File: config.mk
export PLATFORM = sky130hd
export DESIGN_NAME = sat_counter
export DESIGN_NICKNAME = d
export VERILOG_FILES = /design/src/rtl/prbs_checker_sat_counter.sv
export SDC_FILE = /design/constraint.sdc
export NUM_CORES = 1
export LEC_CHECK = 0
export ABC_AREA = 1
export CAP_MARGIN = 10
export CORE_MARGIN = 10
export CORE_UTILIZATION = 35
export DETAILED_ROUTE_END_ITERATION = 16
export PLACE_DENSITY = 0.64
export RECOVER_POWER = 100
export SETUP_SLACK_MARGIN = 0.1
export SYNTH_ARGS = -nofsm -noshare
export SYNTH_HDL_FRONTEND = slang
export SYNTH_SLANG_ARGS = --single-unit
File: constraint.sdc
create_clock -name clock -period 2.8 [get_ports clock]
set_input_delay 0.56 -clock clock [delete_from_list [all_inputs] [get_ports clock]]
set_output_delay 0.56 -clock clock [all_outputs]
set_load 0.05 [all_outputs]
File: src/rtl/prbs_checker_sat_counter.sv
// Saturating up-counter used for the checker statistics.
//   clock, reset : clock and synchronous active-high reset
//   clr          : synchronous clear, wins over inc
//   inc          : count one event
//   q            : current count, sticks at all-ones
module sat_counter #(
    parameter int unsigned W = 16
) (
    input  logic         clock,
    input  logic         reset,
    input  logic         clr,
    input  logic         inc,
    output logic [W-1:0] q
);

    always_ff @(posedge clock) begin
        if (reset || clr) begin
            q <= '0;
        end else if (inc && (q != '1)) begin
            q <= q + W'(1);
        end
    end

endmodule

Word-level counts from Yosys, hierarchy flattened
Cells that the tools add are included.
Cells by class
  eq/ne operators: 1
  add/sub/neg operators: 1
  reductions and logical operators: 2
Operator list (count)
  $add A16 B1 Y16 const B: 1
  $ne A16 B16 Y1 const B: 1
  $logic_and A1 B1 Y1: 1
  $logic_or A1 B1 Y1: 1
Word-level totals
  flip-flop bits (word level): 16
  output and inout bits: 16

Depth between registers and ports, before layout
  word-level depth: 2
  depth in mapped cells: 9
  mapped depth without buffers: 9

Least setup slack after synthesis
Ideal clock, no wire load.
  path type: register -> register
  from: reg q[1]
  to: reg q[13]
  stages on the path, launching flop included: 8
  path slack: 1.030 ns
  arrival time: 1.653 ns
  setup time: 0.117 ns
  cells stage by stage: dfxtp_1 -> ha_1 -> nand2_1 -> nor2_2 -> nand4_2 -> buf_6 -> a21oi_1 -> nor2_1
On the way
  word-level cells in the longest chain between the ends: 2
  elaborated cells between the ends (all ways): 3
  those cells by class: add/sub (1); eq/ne (1); reduce/logical (1)
RTL lines
  start, declared: line 13  | output logic [W-1:0] q
  start signal, assigned: line 20  | q <= q + W'(1);
  branches (longest 2 deep; another with $add A16 B1 Y16)
Parallel ways; which one is timed is not known.
A chain may end at the register's enable or synchronous reset.

Worst setup path in the final report
  from: reg q[11]
  to: out q[11]
No word-level cell between the ends.

==> impl_results.md <==
- Outcome: finished, final reports clean
- Fin. max-slew vios: 0
- Power Dens Cells: 355 nW/um2
- Kind of cell adding the most delay to the critical path: buffers and inverters
- Synthesized Nets: 154
- CP Data Required Time: 2240 ps
- Die H: 72.1 um
- Clk buf depth: 2
- Last weighted congestion value of the routability-driven placer: 0.784
- Initial DRC Count: 70
- Max frequency: 454 MHz
- Post-DRT Antenna Nets: 0
- N_diodes: 0
- Largest net degree at the start of global routing: 17
- Sequential area share after synthesis: 33.7%
- 1st-pass router iterations: 4
- Number of synthesized register bits: 16
- CP cell instances: dlygate4sd3_1
- Crit path buf inv count: 1
- Core area: 2540 um2
- Largest registers: q x16
- Vias per cell: 4.88
- Worst EP arrival: 1640 ps
- Clk root buf: clkbuf_4
- H-tree lvl count: 1
- Setup clock skew after layout: 2.58 ps
- Period Utilization, post-route: 78.7%
- Fin Setup TNS: 0 ps
- Per-cell routed wire length: 11.5 um
- Largest Register: q
- Number of synthesized flops with an enable pin: 0
- Clock Pin Slew Worst Setup and Hold Paths: 100 ps
- Tightest Pin Transition: 517 ps
- Ys Warns: 0
- Area leader, netlist: dfxtp_1
- Num CTS Buffers: 3
- Hold Vio Cnt, Final: 0
- CTS resizes: 0
- Residual DRC count: 0
- Maximum vdd ir drop: 0.233 mV
- Detailed Place HPWL: 1800 um
- Die Footprint: 5200 um2
- Gr usage total: 9.28%
- Crit-path max FO: 6
- Unrepaired setup endpoints after global routing: false
- LEAKAGE: 0.473 nW
- Routed WL: 2310 um
- Synth top area share: 33.7%
- Worst setup EP type: output pin
- Post-CTS Hold Buffers: 0
- First-pass GRT wire length: 3930 um
- Worst hold-check path type: flip-flop to flip-flop
- Crit-path max cell delay: 910 ps
- Vias in the first global route: 890
- Unique masters post-synth: 21
- Top_reg_cell synth: dfxtp_1
- Gr ovfl total: 0
- Syn avg cell area: 6.38 um2
- Rows: 18
- Cell Area, Synth: 951 um2
- Input/output buffers: 19
- Crit path launch type: flip-flop
- Critical path type: flip-flop to output pin
- Crit-path slowest cell: dlygate4sd3_1
- Max FFs per register: 16
- Io pins: 20
- Die X: 72.1 um
- Max Cap Viol: 0
- Vias post-DR: 981
- Syn-to-layout area delta: 23.7%
- Max_slew headroom: 65.4%
- Leading cell types by count after synthesis: nand2_1 (38), nor2_1 (34), dfxtp_1 (16)
- Min Clock Period, post-route: 2200 ps
- Worst skew pair latency: 290 ps
- Fraction of layout cells with a size suffix above 1: 6.43%
- Nets@finish: 177
- Top-count cell post-synth: nand2_1
- Effective utilization at floorplan: 37.4%
- Total power: 0.417 mW
- Final setup vio count: 0
- CTS tree: yes
- Synth top area cells: dfxtp_1 (34%), nand2_1 (15%), nor2_1 (13%), nand3_1 (7.4%), a21oi_1 (4.7%)
- Clock tree sinks: 16
- Initial antenna violation count: 0
- Syn Inst Count: 149
- Async set-reset flop share out of synthesis: 0%
- Post-CTS Setup Repair Bufs: 0
layout make-up:
type                            instances  area (um2)
Clock buffer                            4        36.3
Fill cell                             283        1370
Inverter                               14        52.6
Multi-Input combinational cell        117         532
Sequential cell                        16         320
Tap cell                               30        37.5
Timing Repair Buffer                   20         198
worst paths after layout:
path              cells after the start  slack (ps)  endpoint  startpoint
hold / removal                        2         540      q[7]        q[7]
hold reg to reg                       2         540      q[7]        q[7]
setup reg to reg                      6        1040     q[14]        q[0]
setup / recovery                      1         600     q[11]       q[11]
kinds of logic (layout without fill, tap and decap cells):
group	after synthesis	in the layout	synth area share, %
adder cells (fa/ha/maj)	1	1	1.32
AO/OA/AOI/OAI	14	14	8.03
AND/OR/NAND/NOR	102	102	49.5
flip-flops	16	16	33.7
buffers and inverters	16	38	7.50
routing by layer:
metal	vias to the layer above	share of wire, %	global-route usage (%)	wire length (um)
met3	4	7.3	3.27	170
met5	-	0	0	0
met1	430	46	11.1	1060
met4	0	1.9	4.52	45
met2	28	45	14.4	1040
li1	519	-	-	-
through the flow:
step / utilization (%) / instance area (um2) / cells / hold WS, ps / setup WS [ps]
after floorplan: - / 951 / 149 / 726 / 1030
after global placement: 45.9 / 1170 / 197 / 524 / 882
after detailed placement: 45.9 / 1170 / 197 / 530 / 841
after CTS: 47.3 / 1200 / 201 / 548 / 627
after global routing: 46.2 / 1180 / 201 / 570 / 514
final: 46.2 / 1180 / 201 / 541 / 597
cell usage in the layout, fill, tap and decap left out:
cell type	count
a21boi_1	1
a21oi_1	9
buf_4	1
clkbuf_4	3
clkbuf_8	1
clkdlybuf4s50_1	2
clkinv_1	1
dfxtp_1	16
dlygate4sd3_1	17
ha_1	1
inv_1	13
nand2_1	39
nand2_2	2
nand2_4	1
nand3_1	14
nand4_1	4
nor2_1	38
nor2_4	3
nor3_1	1
o21ai_0	4
where the power goes:
group          switching [mW]  leakage, nW  internal [mW]
combinational          0.0164        0.323         0.0101
sequential            0.00154        0.129          0.229
clock                  0.0809       0.0210         0.0793
total                  0.0989        0.473          0.318
(Power assumes the default switching activity.)
